`config.mk`:
```
export PLATFORM = sky130hd
export DESIGN_NAME = scheduler_ingress_buffer
export DESIGN_NICKNAME = d
export VERILOG_FILES = /design/src/rtl/spike_pkg.sv /design/src/rtl/spike_sync_fifo.sv /design/src/rtl/scheduler_ingress_buffer.sv
export SDC_FILE = /design/constraint.sdc
export NUM_CORES = 1
export LEC_CHECK = 0
export CORE_ASPECT_RATIO = 0.9
export CORE_MARGIN = 8
export CORE_UTILIZATION = 60
export DETAILED_ROUTE_END_ITERATION = 10
export GPL_TIMING_DRIVEN = 0
export HOLD_SLACK_MARGIN = 0.1
export PLACE_DENSITY = 0.88
export SETUP_SLACK_MARGIN = 0.5
export SYNTH_ARGS = -nofsm -noshare
export SYNTH_HDL_FRONTEND = slang
export SYNTH_SLANG_ARGS = --single-unit
```
`constraint.sdc`:
```
create_clock -name clk -period 3.44 [get_ports clk]
set_clock_uncertainty 0.1 [all_clocks]
set_input_delay 0.516 -clock clk [delete_from_list [all_inputs] [get_ports clk]]
set_output_delay 0.516 -clock clk [all_outputs]
set_load 0.01 [all_outputs]
```
`src/rtl/spike_pkg.sv`:
```
// Shared types and width helpers for the spike ingress path between router and scheduler.
package spike_pkg;

    typedef enum logic [2:0] {
        INIT,
        RUN,
        DRAIN,
        DONE,
        HOLD
    } ingress_state_t;

    // A packet is {axon, tick_offset}; each field is just wide enough to index its range.
    function automatic int pkt_w(input int num_axons, input int num_ticks);
        return $clog2(num_axons) + $clog2(num_ticks);
    endfunction

endpackage

```
`src/rtl/spike_sync_fifo.sv`:
```
// Synchronous first-word-fall-through FIFO with an explicit occupancy counter.
module spike_sync_fifo #(
    parameter  int DEPTH = 16,
    parameter  int WIDTH = 12,
    localparam int AW    = $clog2(DEPTH),
    localparam int CW    = $clog2(DEPTH + 1)
) (
    input  logic             clk,
    input  logic             rst,
    input  logic             push,
    input  logic [WIDTH-1:0] push_data,
    input  logic             pop,
    output logic [WIDTH-1:0] head,
    output logic [CW-1:0]    count,
    output logic             empty,
    output logic             full
);

    localparam logic [CW-1:0] FULL_COUNT = CW'(DEPTH);

    logic [WIDTH-1:0] mem [DEPTH];
    logic [AW-1:0]    wr_ptr;
    logic [AW-1:0]    rd_ptr;
    logic             do_push;
    logic             do_pop;

    assign empty   = (count == '0);
    assign full    = (count == FULL_COUNT);
    assign do_push = push && !full;
    assign do_pop  = pop && !empty;
    assign head    = mem[rd_ptr];

    // NOTE: storage is deliberately not reset; count and pointers alone define which entries are live.
    always_ff @(posedge clk) begin
        if (do_push) begin
            mem[wr_ptr] <= push_data;
        end
    end

    // NOTE: sequential state uses non-blocking assignments so every flop samples pre-edge values.
    always_ff @(posedge clk or negedge rst) begin
        if (!rst) begin
            wr_ptr <= '0;
            rd_ptr <= '0;
            count  <= '0;
        end else begin
            if (do_push) begin
                wr_ptr <= wr_ptr + 1'b1;
            end
            if (do_pop) begin
                rd_ptr <= rd_ptr + 1'b1;
            end
            case ({do_push, do_pop})
                2'b10:   count <= count + 1'b1;
                2'b01:   count <= count - 1'b1;
                default: count <= count;
            endcase
        end
    end

endmodule

```
`src/rtl/scheduler_ingress_buffer.sv`:
```
// Buffers router spike packets and issues them as scheduler write strobes, draining on tick advance.
module scheduler_ingress_buffer
    import spike_pkg::*;
#(
    parameter  int NUM_AXONS  = 256,
    parameter  int NUM_TICKS  = 16,
    parameter  int FIFO_DEPTH = 16,
    localparam int PKT_W      = pkt_w(NUM_AXONS, NUM_TICKS),
    localparam int CW         = $clog2(FIFO_DEPTH + 1)
) (
    input  logic             clk,
    input  logic             rst,
    input  logic             in_valid,
    input  logic [PKT_W-1:0] in_packet,
    output logic             in_ready,
    input  logic             sched_busy,
    output logic             out_wen,
    output logic [PKT_W-1:0] out_packet,
    input  logic             tick_req,
    output logic             tick_done,
    output logic [CW-1:0]    count
);

    ingress_state_t state;
    logic           fifo_empty;
    logic           fifo_full;
    logic           push;
    logic           pop;

    // in_ready looks at the pre-pop count, so a full buffer refuses a push even while popping.
    assign in_ready = (state == RUN) && !fifo_full && !tick_req;
    assign push     = in_valid && in_ready;
    assign out_wen  = !fifo_empty && !sched_busy && ((state == RUN) || (state == DRAIN));
    assign pop      = out_wen;

    spike_sync_fifo #(
        .DEPTH (FIFO_DEPTH),
        .WIDTH (PKT_W)
    ) u_fifo (
        .clk       (clk),
        .rst       (rst),
        .push      (push),
        .push_data (in_packet),
        .pop       (pop),
        .head      (out_packet),
        .count     (count),
        .empty     (fifo_empty),
        .full      (fifo_full)
    );

    // tick_done is registered alongside the DRAIN->DONE transition so it is high exactly in DONE.
    always_ff @(posedge clk or negedge rst) begin
        if (!rst) begin
            state     <= INIT;
            tick_done <= 1'b0;
        end else begin
            tick_done <= 1'b0;
            unique case (state)
                INIT: begin
                    if (!sched_busy) begin
                        state <= RUN;
                    end
                end
                RUN: begin
                    if (tick_req) begin
                        state <= DRAIN;
                    end
                end
                DRAIN: begin
                    if (fifo_empty && !pop) begin
                        state     <= DONE;
                        tick_done <= 1'b1;
                    end
                end
                DONE: begin
                    state <= HOLD;
                end
                HOLD: begin
                    if (!tick_req) begin
                        state <= RUN;
                    end
                end
                default: begin
                    state <= INIT;
                end
            endcase
        end
    end

endmodule

```
==> results.tsv <==
metric	value	unit
grt_first_pass_wirelength	27500	µm
first_global_vias	4723	
hpwl	10700	µm
layout-drive-gt1-share	26.3	%
start_util	60.6	%
clk_pin_slew	0.06	ns
netlist.area_leader.share	68.7	%
clk_path_buf_depth	3	
synth_nets	441	
gr-usage-all-layers	20.5	%
fin_cells	662	
seq_area_frac_synth	73.8	%
clkSinkCount	209	
finalWirelength	18300	µm
avgSynthCellArea	20.2	µm²
report.final.slew_viol_count	0	
fillers	806	
p_leak	3.29	nW
synth_top_area_cell	edfxtp_1	
fin_crit_sh	86.5	%
setup_viol	0	
via_per_inst	6.60	
grt-ovfl-total	0	
synthToLayoutAreaGrowth	17.7	%
gp_congestion	0.778	
finalInstanceArea	9870	µm²
crit_type	reg -> out	
critPathLaunchType	register	
antenna_left	0	
fp.coreArea	13900	µm²
dieWidth	141	µm
cts-htree-levels	1	
insertion_delay	0.48	ns
io_pins	37	
grt_max_degree	18	
cts_tree	built	
worstPathRequired	2.82	ns
drtIter0Drc	430	
cts_hold_buf	0	
num_vias	4370	
io_buffers	36	
dr.pass1.iters	5	
rows	41	
rsz0062_at_grt	yes	
fin_ws	0.466	ns
dieArea	18000	µm²
wire_per_inst	27.6	µm
outcome	finished, final reports clean	
ys_async_sr_fraction	8.13	%
cap_violations	0	
fin_nets	506	
final-seq-area	6190	µm²
place_area	9000	µm²
cts_buffers	21	
period_minus_slack	2.97	ns
cts_root_buf	clkbuf_16	
netlist_top_cells_area	edfxtp_1, mux4_2, dfrtp_1, a22oi_1, ha_1	
syn_area	8390	µm²
place_ws	0.0420	ns
final_common_cell	edfxtp_1	
hold_violations	0	
dieHeight	128	µm
synth_cell_types	46	
max_freq	336	MHz
antenna_cells	0	
drc_errors	0	
synth_edf_count	192	
hp-class	in -> async	
relSlewSlack	45.1	%
yosysWarnings	0	
dp_cells	625	
ys_ff_latch	209	
synthCells	415	
crit_arrival	2.36	ns
cp_max_fo	10	
antenna_found_initial	0	
multi_input_area	2210	µm²
synth_flop_cell	edfxtp_1	
ir_drop	0.502	mV
tightestPinTransition	0.820	ns
final_cell_mix	edfxtp_1, mux4_2, clkdlybuf4s50_1	
crit_path_end_kind	primary output	
p_per_area	821	nW/µm²
==> timing repair <==
| action | in CTS | in global routing |
|---|---|---|
| pin swaps | 5 | 2 |
| resized for setup | 64 | 16 |
| endpoints found under the setup margin | 15 | 16 |
| setup buffers | 2 | 2 |
==> area by class of cell <==
class	instances	area share, %
clock inverter	2	0.393
inverter	4	0.152
multi-input combinational	179	22.4
sequential	209	62.7
timing repair buffer	42	4.03
clock buffer	31	6.01
tap	172	2.18
buffer	23	2.15
==> synth_stat cells (2+ instances only) <==
| master | instances |
|---|---|
| ha_1 | 9 |
| mux4_2 | 48 |
| mux2_2 | 3 |
| xor2_1 | 5 |
| dfrtp_1 | 17 |
| a22oi_1 | 24 |
| a21oi_1 | 3 |
| edfxtp_1 | 192 |
| clkbuf_1 | 15 |
| nand3_1 | 3 |
| o21ai_0 | 3 |
| nor2b_1 | 5 |
| inv_1 | 4 |
| nor2_1 | 5 |
| nand2_1 | 17 |
| and3_1 | 6 |
| and2_1 | 2 |
| and4_1 | 8 |
| o211ai_1 | 2 |
| nor3b_1 | 3 |
| xnor2_1 | 7 |
| buf_2 | 7 |
| nand2b_1 | 4 |
==> final timing paths <==
kind,from,endpoint,slack [ns],cells after the start
worst max-delay path,u_fifo.rd_ptr[0],out_packet[5],0.47,6
worst min-delay path,rst,u_fifo.wr_ptr[1],0.41,1
worst max register to register,u_fifo.count[1],u_fifo.count[4],0.55,10
worst min register to register,u_fifo.wr_ptr[3],u_fifo.wr_ptr[3],0.41,1
max in group asynchronous,rst,state[0],2.32,1
min in group clk,u_fifo.wr_ptr[3],u_fifo.wr_ptr[3],0.41,1
==> power by group <==
group	switching, mW	internal [mW]	leakage, nW
Combinational	1.50	1.41	1.05
Sequential	0.144	2.92	1.93
Clock	0.879	1.26	0.307
Total	2.52	5.59	3.29
==> metrics by stage <==
stage	utilization (%)	TNS (ns)	hold WS, ns	total power, mW
CTS	70.9	0	0.416	8.03
global route	71.3	0	0.449	8.44
global placement	64.7	-15.08	0.369	5.62
finish	71.3	0	0.409	8.11
detailed placement	65.0	0	0.405	5.73
floorplan	-	0	0.120	4.80
==> flip-flops by register name, summed over array words and instances, names as in the netlist <==
signal,count
u_fifo.mem,192
u_fifo.wr_ptr,4
u_fifo.count,5
u_fifo.rd_ptr,4
state,3
tick_done,1
==> metal layers <==
layer  share of wire [%]  up-vias  GRT usage, %  routed length [µm]
li1                    -     1839             -                   -
met1                  38     2237          24.7                6890
met2                  52      251          36.5                9550
met3                 7.1       43          3.65                1290
met4                 3.0        0          7.26                 550
met5                   0        -             0                   0
==> cell families after synthesis <==
| kind of cell | Yosys count | synth area share (%) |
|---|---|---|
| xor+xnor | 12 | 1.25 |
| mux | 52 | 13.4 |
| compound gates | 43 | 4.09 |
| simple gates | 63 | 4.71 |
| fa+ha+maj | 9 | 1.34 |
| flops | 209 | 73.8 |
| buf+inv | 27 | 1.40 |
==> critical path, cell delays in order, from the launching register on <==
cell,delay [ns]
dfrtp_1,0.37
buf_8,0.16
buf_12,0.17
mux4_2,0.52
a22oi_2,0.24
nand2_1,0.11
dlygate4sd2_1,0.30
(Power assumes the default switching activity.)
